## src/rtl/dmem_ctrl.sv

```systemverilog
// -----------------------------------------------------------------------------
// dmem_ctrl
//   Data-memory access controller between the rv32i core load/store port and a
//   word-wide data RAM (synchronous read with 1-cycle latency, no byte enables).
//   Handles one request at a time. Sub-word loads are aligned and then sign- or
//   zero-extended. Byte and halfword stores are done as a read-modify-write of
//   the full 32-bit word.
//
//   Build option: DMEM_ALIGN_CHK_EN
//     defined   : misaligned half/word accesses complete at once with rsp_err=1
//                 and never touch the RAM.
//     undefined : rsp_err is always 0. Misaligned addresses are force-aligned
//                 (half drops addr[0], word drops addr[1:0]) and then handled
//                 as normal accesses.
//
// Ports
//   clk, rst_n        clock (rising edge) / asynchronous active-low reset
//   req_valid/ready   request handshake; ready only while idle
//   req_we            1=store, 0=load
//   req_size          0=byte, 1=half, 2/3=word
//   req_unsigned      load zero-extend (1) / sign-extend (0)
//   req_addr          byte address; bits above AW+1 alias
//   req_wdata         right-aligned store data
//   rsp_valid         one-cycle completion pulse
//   rsp_rdata         load result (0 for stores and errors)
//   rsp_err           misaligned access flag
//   ram_we/waddr/wdata  RAM write port
//   ram_re/raddr/rdata  RAM read port (rdata valid the cycle after ram_re)
// -----------------------------------------------------------------------------
module dmem_ctrl #(
   parameter int AW = 10
) (
   input  logic          clk,
   input  logic          rst_n,
   input  logic          req_valid,
   output logic          req_ready,
   input  logic          req_we,
   input  logic [1:0]    req_size,
   input  logic          req_unsigned,
   input  logic [31:0]   req_addr,
   input  logic [31:0]   req_wdata,
   output logic          rsp_valid,
   output logic [31:0]   rsp_rdata,
   output logic          rsp_err,
   output logic          ram_we,
   output logic [AW-1:0] ram_waddr,
   output logic [31:0]   ram_wdata,
   output logic          ram_re,
   output logic [AW-1:0] ram_raddr,
   input  logic [31:0]   ram_rdata
);

   typedef enum logic [1:0] {
      IDLE = 2'd0,
      LOAD = 2'd1,
      RMW  = 2'd2
   } state_t;

   state_t          state_reg;
   logic [AW+1:0]   addr_reg;
   logic [1:0]      size_reg;      // normalised: 0=byte, 1=half, 2=word
   logic            unsigned_reg;
   logic [15:0]     wdata_reg;     // only the low half is needed for RMW
   logic            rsp_valid_reg;
   logic [31:0]     rsp_rdata_reg;
   logic            rsp_err_reg;

   logic            accept;
   logic            size_half;
   logic            size_word;
   logic [1:0]      size_norm;
   logic            misaligned;
   logic [AW+1:0]   addr_in;
   logic            direct_write;
   logic            start_read;
   logic [31:0]     merged;
   logic [15:0]     load_lane;
   logic [31:0]     load_data;
   logic            unused_addr_bits;

   // Address bits above the RAM range alias onto the same words.
   assign unused_addr_bits = ^req_addr[31:AW+2];

   assign req_ready = (state_reg == IDLE);
   assign accept    = req_valid && (state_reg == IDLE);
   assign size_half = (req_size == 2'd1);
   assign size_word = req_size[1];
   assign size_norm = {req_size[1], req_size[0] & ~req_size[1]};

`ifdef DMEM_ALIGN_CHK_EN
   assign misaligned = (size_half && req_addr[0]) ||
                       (size_word && (req_addr[1:0] != 2'b00));
   assign addr_in    = req_addr[AW+1:0];
`else
   assign misaligned = 1'b0;
   always_comb begin
      addr_in = req_addr[AW+1:0];
      if (size_half) addr_in[0]   = 1'b0;
      if (size_word) addr_in[1:0] = 2'b00;
   end
`endif

   // A full-word store goes straight to the RAM in the accept cycle; every
   // other legal access first reads the word.
   assign direct_write = accept && req_we && size_word && !misaligned;
   assign start_read   = accept && !misaligned && (!req_we || !size_word);

   // Gating with rst_n kills a pending RMW write the instant reset asserts.
   assign ram_re    = rst_n && start_read;
   assign ram_raddr = addr_in[AW+1:2];
   assign ram_we    = rst_n && (direct_write || (state_reg == RMW));
   assign ram_waddr = (state_reg == RMW) ? addr_reg[AW+1:2] : addr_in[AW+1:2];
   assign ram_wdata = (state_reg == RMW) ? merged : req_wdata;

   // Byte-lane merge for RMW: replace the addressed lane(s), keep the rest.
   genvar gi;
   generate
      for (gi = 0; gi < 4; gi++) begin : g_lane
         localparam logic [1:0] LANE = 2'(gi);
         logic       lane_hit;
         logic [7:0] lane_src;
         assign lane_hit = (size_reg == 2'd0) ? (addr_reg[1:0] == LANE)
                                              : (addr_reg[1] == LANE[1]);
         assign lane_src = ((size_reg == 2'd0) || !LANE[0]) ? wdata_reg[7:0]
                                                             : wdata_reg[15:8];
         assign merged[8*gi +: 8] = lane_hit ? lane_src : ram_rdata[8*gi +: 8];
      end
   endgenerate

   // Latched addresses are always aligned to the access size here, so a
   // byte-granular shift positions both byte and half lanes at bit 0.
   assign load_lane = 16'(ram_rdata >> {addr_reg[1:0], 3'b000});

   always_comb begin
      load_data = ram_rdata;
      case (size_reg)
         2'd0:    load_data = {{24{~unsigned_reg & load_lane[7]}},  load_lane[7:0]};
         2'd1:    load_data = {{16{~unsigned_reg & load_lane[15]}}, load_lane};
         default: load_data = ram_rdata;
      endcase
   end

   always_ff @(posedge clk or negedge rst_n) begin
      if (!rst_n) begin
         state_reg     <= IDLE;
         addr_reg      <= '0;
         size_reg      <= 2'd0;
         unsigned_reg  <= 1'b0;
         wdata_reg     <= '0;
         rsp_valid_reg <= 1'b0;
         rsp_rdata_reg <= '0;
         rsp_err_reg   <= 1'b0;
      end else begin
         rsp_valid_reg <= 1'b0;
         rsp_rdata_reg <= '0;
         rsp_err_reg   <= 1'b0;
         case (state_reg)
            IDLE: begin
               if (accept) begin
                  addr_reg     <= addr_in;
                  size_reg     <= size_norm;
                  unsigned_reg <= req_unsigned;
                  wdata_reg    <= req_wdata[15:0];
                  if (misaligned) begin
                     rsp_valid_reg <= 1'b1;
                     rsp_err_reg   <= 1'b1;
                  end else if (direct_write) begin
                     rsp_valid_reg <= 1'b1;
                  end else begin
                     state_reg <= req_we ? RMW : LOAD;
                  end
               end
            end
            LOAD: begin
               rsp_valid_reg <= 1'b1;
               rsp_rdata_reg <= load_data;
               state_reg     <= IDLE;
            end
            RMW: begin
               rsp_valid_reg <= 1'b1;
               state_reg     <= IDLE;
            end
            default: state_reg <= IDLE;
         endcase
      end
   end

   assign rsp_valid = rsp_valid_reg;
   assign rsp_rdata = rsp_rdata_reg;
   assign rsp_err   = rsp_err_reg;

endmodule

```

## config.mk

```make
export PLATFORM = sky130hd
export DESIGN_NAME = dmem_ctrl
export DESIGN_NICKNAME = d
export VERILOG_FILES = /design/src/rtl/dmem_ctrl.sv
export SDC_FILE = /design/constraint.sdc
export NUM_CORES = 1
export LEC_CHECK = 0
export CORE_ASPECT_RATIO = 0.75
export CORE_MARGIN = 2
export CORE_UTILIZATION = 45
export DETAILED_ROUTE_END_ITERATION = 8
export PLACE_DENSITY = 0.86
export SYNTH_ARGS = -nofsm -noshare
export SYNTH_HDL_FRONTEND = slang
export SYNTH_SLANG_ARGS = --single-unit
```

## constraint.sdc

```tcl
create_clock -name clk -period 4.5 [get_ports clk]
set_input_delay 0.675 -clock clk [delete_from_list [all_inputs] [get_ports clk]]
set_output_delay 0.675 -clock clk [all_outputs]
set_load 0.02 [all_outputs]
```

# [Word level (Yosys, flattened, before mapping)]
# Cells that the tools add are included.
[totals] wordCells=61 regBits=66 out_inout_bits=89 input_bits=103
[classes] n_eq_ne=9 bitwise_logic=6 n_reduce_logical=16 shift=1 n_mux=22
[ops] op="$mux 32" count=2
[ops] op="$pmux 32 s2" count=1
[ops] op="$mux 8" count=5
[ops] op="$shr 32x5->16" count=1
[ops] op="$mux 10" count=1
[ops] op="$mux 2" count=5
[ops] op="$eq 2x1->1 const B" count=4
[ops] op="$mux 1" count=7
[ops] op="$eq 2x2->1 const B" count=3
[ops] op="$logic_and 1x1->1" count=6
[ops] op="$logic_not 2->1" count=3
[ops] op="$reduce_and 2->1" count=2
[ops] op="$and 1x1->1" count=3
[ops] op="$not 1->1" count=3
[ops] op="$logic_not 1->1" count=2
[ops] op="$logic_or 1x1->1" count=2
[ops] op="$ne 2x1->1 const B" count=1
[ops] op="$ne 2x2->1 const B" count=1
[ops] op="$pmux 1 s2" count=1
[ops] op="$reduce_or 2->1" count=1

# [Logic depth before layout (Yosys ltp)]
[depth] ltp_word=7 depth_mapped=7 ltp_nobuf=5

# [Least setup slack after synthesis]
# OpenSTA, ideal clock, no wires.
[synth_timing] path_kind="register to output" start="register state_reg[0]" end="output port ram_we" t_arrival_ns=1.614 required_ns=3.825 path_buffers=1 setup_slack_ns=2.211 path_stages_with_launch=7 path_cell_list="dfrtp_1 inv_1 ha_1 nand2_1 clkbuf_1 nor2_1 o21a_1"
[synth_between] elab_chain_cells=6 word_cells_on_any_way=7 classes_between="eq/ne: 1; reduce/logical: 6"
[synth_rtl] element="start: declaration" line_no="59" source="state_t state_reg;"
[synth_rtl] element="start signal: assignment" line_no="170" source="state_reg <= req_we ? RMW : LOAD;"
[synth_rtl] element="$logic_not 2->1"
[synth_rtl] element="via req_ready" line_no="36" source="output logic req_ready,"
[synth_rtl] element="$logic_and 1x1->1" line_no="85" source="assign accept = req_valid && (state_reg == IDLE);"
[synth_rtl] element="$logic_and 1x1->1 (2 in series)" line_no="105" source="assign direct_write = accept && req_we && size_word && !misaligned;"
[synth_rtl] element="$logic_or 1x1->1" line_no="111" source="assign ram_we = rst_n && (direct_write || (state_reg == RMW));"
[synth_rtl] element="$logic_and 1x1->1" line_no="111"
[synth_rtl] element="end: declaration" line_no="45" source="output logic ram_we,"
# The timed path passes the listed nets, and every way through them passes these cells.

# [Final worst setup path]
[layout_timing] start="register addr_reg[0]" end="output port ram_wdata[15]"
[layout_between] elab_chain_cells=4
[layout_rtl] element="start: declaration" line_no="60" source="logic [AW+1:0] addr_reg;"
[layout_rtl] element="start signal: assignment" line_no="160" source="addr_reg <= addr_in;"
[layout_rtl] element="$eq 2x1->1" line_no="122" source="assign lane_hit = (size_reg == 2'd0) ? (addr_reg[1:0] == LANE)"
[layout_rtl] element="$mux 1" line_no="122"
[layout_rtl] element="$mux 8" line_no="126" source="assign merged[8*gi +: 8] = lane_hit ? lane_src : ram_rdata[8*gi +: 8];"
[layout_rtl] element="$mux 32" line_no="113" source="assign ram_wdata = (state_reg == RMW) ? merged : req_wdata;"
[layout_rtl] element="end: declaration" line_no="47" source="output logic [31:0] ram_wdata,"
# Every way passes these cells.

==> load_flow_metrics.sql <==
INSERT INTO impl_metrics (metric_group, metric, value, unit) VALUES
('run_status', 'outcome', 'complete, no violations', ''),
('sta', 'min_period_over_period', '80.5', '%'),
('die', 'die_area', '10000', 'um^2'),
('cells_and_area', 'layout-drive-gt1-share', '18.0', '%'),
('clock_tree', 'cts_repair_resize_count', '0', ''),
('detailed_routing', 'met3RoutedLength', '1080', 'um'),
('logic_synthesis', 'synth_cell_type_count', '40', ''),
('worst_setup_path', 'path_buf_inv', '1', ''),
('clock_tree', 'cell_chosen_for_the_clock_root', 'clkbuf_16', ''),
('sta', 'finalMaxSlewViolations', '0', ''),
('cells_and_area', 'largest_reg_flops', '32', ''),
('detailed_routing', 'dr_wl_met2', '5760', 'um'),
('power', 'power_per_cell_area', '522', 'nW/um^2'),
('worst_hold_path', 'hp-start', 'addr_reg[2]$_DFFE_PN0P_', ''),
('die', 'std_cell_rows', '30', ''),
('logic_synthesis', 'synth-seq-cells', '66', ''),
('place', 'post_dp_cell_area', '5760', 'um^2'),
('logic_synthesis', 'netlist_top_cells_count', '66 x dfrtp_1, 63 x mux2_2, 32 x nand2_1, 30 x o21ai_0, 25 x mux2i_1', ''),
('worst_setup_path', 'regToRegStartpoint', 'addr_reg[0]$_DFFE_PN0P_', ''),
('clock_tree', 'cts-buffers-inserted', '9', ''),
('logic_synthesis', 'synth.cell_area', '4150', 'um^2'),
('detailed_routing', 'totalWireLength', '12500', 'um'),
('global_routing', 'first_pass_grt_wire_length', '19200', 'um'),
('worst_setup_path', 'cpMaxStageDelayCell', 'dfrtp_1', ''),
('sta', 'finClkSkew', '0.00644', 'ns'),
('worst_setup_path', 'crit_path_launch_type', 'register', ''),
('clock_tree', 'clock_path_buffers', '2', ''),
('cells_and_area', 'num_antenna_cells', '0', ''),
('clock_tree', 'clock_tree_from_tritoncts', 'built', ''),
('detailed_routing', 'dr.pass1.iters', '4', ''),
('global_routing', 'pin_count_of_the_biggest_net_entering_global_routing', '67', ''),
('logic_synthesis', 'yosysTopAreaCell', 'dfrtp_1', ''),
('logic_synthesis', 'syn_warnings', '0', ''),
('logic_synthesis', 'post_synth.cell_area_avg', '10.4', 'um^2'),
('global_routing', 'groute.usage.overall', '25.3', '%'),
('clock_tree', 'hold_fix_buffers_at_cts', '0', ''),
('global_routing', 'first_global_vias', '3662', ''),
('worst_setup_path', 'worstPathMaxFanout', '26', ''),
('logic_synthesis', 'syn-num-nets', '506', ''),
('detailed_routing', 'top_layer_used', 'met4', ''),
('detailed_routing', 'vias', '3664', ''),
('worst_setup_path', 'crit_path_max_cell_delay', '0.78', 'ns'),
('logic_synthesis', 'synth.top_cells.by_area', 'dfrtp_1 40%, mux2_2 17%, mux2i_1 6.0%', ''),
('logic_synthesis', 'synthFlopType', 'dfrtp_1', ''),
('place', 'place_congestion', '0.877', ''),
('place', 'placedCellCount', '645', ''),
('die', 'number_of_placed_i_o_pins', '192', ''),
('worst_setup_path', 'worstSetupEndpointType', 'output pin', ''),
('sta', 'rsz0062_at_grt', 'false', ''),
('power', 'peakVddDrop', '255', 'uV'),
('logic_synthesis', 'netlist.area_leader.share', '39.8', '%'),
('die', 'die_x', '115', 'um'),
('power', 'static-leakage-power', '2.69', 'nW'),
('sta', 'fin_setup_tns', '0', 'ns'),
('logic_synthesis', 'netlist_instances', '399', ''),
('detailed_routing', 'final_antenna_net_count', '0', ''),
('clock_tree', 'ctsHtreeMaxLevel', '3', ''),
('logic_synthesis', 'synth-seq-area-share', '39.8', '%'),
('worst_setup_path', 'critical_path_required', '3.83', 'ns'),
('worst_setup_path', 'worst_ep_arrival_time', '2.95', 'ns'),
('detailed_routing', 'drc_markers', '0', ''),
('clock_tree', 'clk_pin_slew_worst_paths', '0.06', 'ns'),
('cells_and_area', 'final_net_count', '651', ''),
('clock_tree', 'clock_insertion_delay_worst_skew', '0.33', 'ns'),
('place', 'place.port_buffers', '170', ''),
('worst_setup_path', 'crit_path_cell_trace', 'nor3_4 > or2_0 > o21ai_1 > mux2_2 > clkdlybuf4s50_1', ''),
('clock_tree', 'post_cts_buffers', '0', ''),
('place', 'dpl.hpwl', '9340', 'um'),
('worst_setup_path', 'setup.worst_path.class', 'reg2out', ''),
('sta', 'max_freq', '276', 'MHz'),
('detailed_routing', 'drtIter0Drc', '294', '');
-- placed cells by master, fill, tap and decap left out, types with 2 or more instances in the layout --
master,synthesis,layout
clkdlybuf4s50_1,0,169
inv_6,0,2
a21o_1,17,17
ha_1,4,3
inv_1,3,3
o221ai_1,5,5
nand2b_1,3,3
clkinv_4,0,2
nor2_1,22,22
buf_4,13,5
nand2_1,32,32
a22o_1,5,5
clkbuf_16,0,9
a21oi_1,24,24
o21a_1,9,9
o21ai_0,30,30
mux2i_1,25,25
o21ai_1,4,4
nor2b_1,10,10
a21oi_4,2,2
mux2_2,63,63
dfrtp_1,66,66
a22oi_1,7,7
and2_1,10,10
-- power by group --
part / switching, mW / internal [mW]
registers: 0.158 / 0.770
clock network: 0.278 / 0.433
logic: 0.776 / 0.752
-- per-stage QoR --
stage | setup slack, ns | hold slack (ns) | utilization (%) | power (mW)
after floorplan | 2.21 | 0.379 | - | 1.90
after global placement | 1.30 | 0.483 | 63.9 | 2.41
after detailed placement | 1.26 | 0.491 | 63.9 | 2.45
after CTS | 0.904 | 0.506 | 67.3 | 3.18
after global routing | 0.779 | 0.513 | 67.3 | 3.33
final | 0.879 | 0.504 | 67.3 | 3.17
-- final cells by class --
class                           instances  area, um^2
Tap cell                              112         140
Inverter                                3        11.3
Fill cell                             673        2950
Multi-Input combinational cell        289        2220
Clock inverter                          7        77.6
Sequential cell                        66        1650
Clock buffer                            9         225
Timing Repair Buffer                  175        1730
-- metal layers --
metal / track usage, % / vias to the layer above
met5: 0 / -
met4: 8.76 / 0
met3: 8.35 / 16
met2: 40.5 / 172
met1: 32.3 / 1768
li1: - / 1708
-- final timing paths --
check	end	slack (ns)	depth (start not counted)
worst min-delay path	addr_reg[2]$_DFFE_PN0P_	0.50	1
worst max-delay path	ram_wdata[15]	0.88	5
worst min register to register	addr_reg[2]$_DFFE_PN0P_	0.50	1
min in group asynchronous	addr_reg[9]$_DFFE_PN0P_	0.68	2
worst max register to register	rsp_rdata[1]$_DFF_PN0_	2.15	4
max in group asynchronous	rsp_rdata[9]$_DFF_PN0_	3.27	2
-- cell families after synthesis --
logic type | count (synthesis) | share of synthesized area [%]
compound gates | 111 | 18.3
fa+ha+maj | 4 | 1.21
buf+inv | 44 | 6.70
flops | 66 | 39.8
mux | 89 | 23.5
other cells | 1 | 0.0904
simple gates | 84 | 10.4
Power figures use the tool's default switching activity.
==> patch, RTL diff (same flow settings) <==
Change the parameter `AW` from 10 to 12.
--- a/src/rtl/dmem_ctrl.sv
+++ b/src/rtl/dmem_ctrl.sv
@@ -28,7 +28,7 @@
 //   ram_re/raddr/rdata  RAM read port (rdata valid the cycle after ram_re)
 // -----------------------------------------------------------------------------
 module dmem_ctrl #(
-   parameter int AW = 10
+   parameter int AW = 12
 ) (
    input  logic          clk,
    input  logic          rst_n,
Ports: changed (resized ram_raddr and ram_waddr); port bits go from 192 to 196. No check against the original RTL was run, so the function may have changed too.
==> patch against the unedited design <==
- clock skew increased by 0.0016 ns
- synthesized area rose by 2.7%
- wire length is 3.6% higher
- design area grew 2.9%
- sequential cell count grew 2
- cell count increased by 4.2%
- worst setup slack worse by 0.012 ns
- total power up 2.0%
- highest routed layer unchanged
==> patch: results (changes against the unedited design) <==
- Run status: finished, final reports clean (unchanged).
- Global Route met2 Usage: 42.7% (was 40.5%)
- The final weighted congestion of routability-driven global placement was 0.913 (was 0.877).
- Multiplexer share of the synthesized area: 23.9% (was 23.5%)
- The growth of design area from synthesis to finish came to 46.3% (was 46.1%).
* Final Critical Period: 3.63 ns (was 3.62 ns)
- Initial drt markers: 238 (was 294)
- The total length of routed wires was 13000 µm (was 12500 µm).
- Slew margin rel.: 28.9% (was 27.5%)
- The total via count after detailed routing is 3733 (was 3664).
- Leading cell types by count after synthesis: 68 x dfrtp_1, 67 x mux2_2, 32 x nand2_1 (was 66 x dfrtp_1, 63 x mux2_2, 32 x nand2_1).
- Complex-gate fraction of the synthesized area: 17.9% (was 18.3%)
* Leading register cell type out of synthesis: dfrtp_1 (unchanged)
- The global routing met1 resource utilization was 29.7% (was 32.3%).
* GRT Util Overall: 24.7% (was 25.3%)
* Share of synthesized cell area in full adder, half adder and majority cells: 1.17% (was 1.21%)
- The xor-xnor portion of the synthesized cell area came to 0% (unchanged).
- Worst endpoint data arrival time: 2.96 ns (was 2.95 ns)
- The net count of the finished layout came to 663 (was 651).
- Termination of the worst setup path: ram_wdata[9] (was ram_wdata[15])
- The post-detailed-route wirelength per cell was 18.8 µm (was 18.9 µm).
- R2R setup slack: 2.19 ns (was 2.15 ns)
- The mean cell area of the mapped netlist came to 10.4 µm² (about the same).
- Largest cells by area after synthesis: dfrtp_1 40%, mux2_2 18%, mux2i_1 5.9%, o21ai_0 3.5%, a21o_1 3.0% (was dfrtp_1 40%, mux2_2 17%, mux2i_1 6.0%, o21ai_0 3.6%, a21o_1 3.1%)
* Layout cells sized above 1: 18.4% (was 18.0%)
- The largest net degree at the start of global routing is 68 (was 67).
* Placed cell count: 673 (was 645)
- Htree depth: 3 (unchanged)
- Setup slack after placement: 1.15 ns (was 1.26 ns)
- Hold Path Class: in -> async (was reg -> reg)
- The synthesized net count was 515 (was 506).
- Met3 routed WL: 1370 µm (was 1080 µm)
- First-pass GRT wire length: 19100 µm (was 19200 µm)
* Largest vdd supply drop: 0.251 mV (was 0.255 mV)
- # port buffers: 176 (was 170)
- The routed length on met2 was 6220 µm (was 5760 µm).
* Number of filler cells placed in the layout: 697 (was 673)
* Post-detailed-placement cell area: 5930 µm² (was 5760 µm²)
* First drt pass iteration count: 5 (was 4)
- The routed metal-1 wire length was 5210 µm (was 5450 µm).
- The terminus of the critical flop-to-flop path is rsp_rdata[3] (was rsp_rdata[1]).
- Part of the Yosys area used for sequential elements: 39.9% (was 39.8%)
## patch: power by group
part,internal (W),switching [W],total (W)
sequential,0.000795,0.000167,0.000962
clock,0.000443,0.000271,0.000713
combinational,0.000772,0.000781,0.00155
total,0.00201,0.00122,0.00323
## patch: how the worst min path moves through the flow
stage           from          end  slack, ns
6_report       rst_n    rsp_valid       0.13
5_1_grt        rst_n    rsp_valid       0.12
4_1_cts        rst_n    rsp_valid       0.12
3_5_place_dp   rst_n    rsp_valid       0.47
3_3_place_gp   rst_n    rsp_valid       0.47
2_1_floorplan  rst_n  addr_reg[0]       0.38
## patch: final cells by class
type,instances,area share (%)
well taps,128,2.57
flip-flops and latches,68,27.3
multi-input cells,293,36.3
repair buffers,181,28.8
clock inverters,6,1.02
clock buffers,10,3.83
inverters,3,0.181
## patch: critical path, stage by stage (launching register included)
cell	delay (ns)
dfrtp_1	0.76
nor3_4	0.45
or2_0	0.43
o21ai_0	0.14
mux2_2	0.28
clkdlybuf4s50_1	0.56
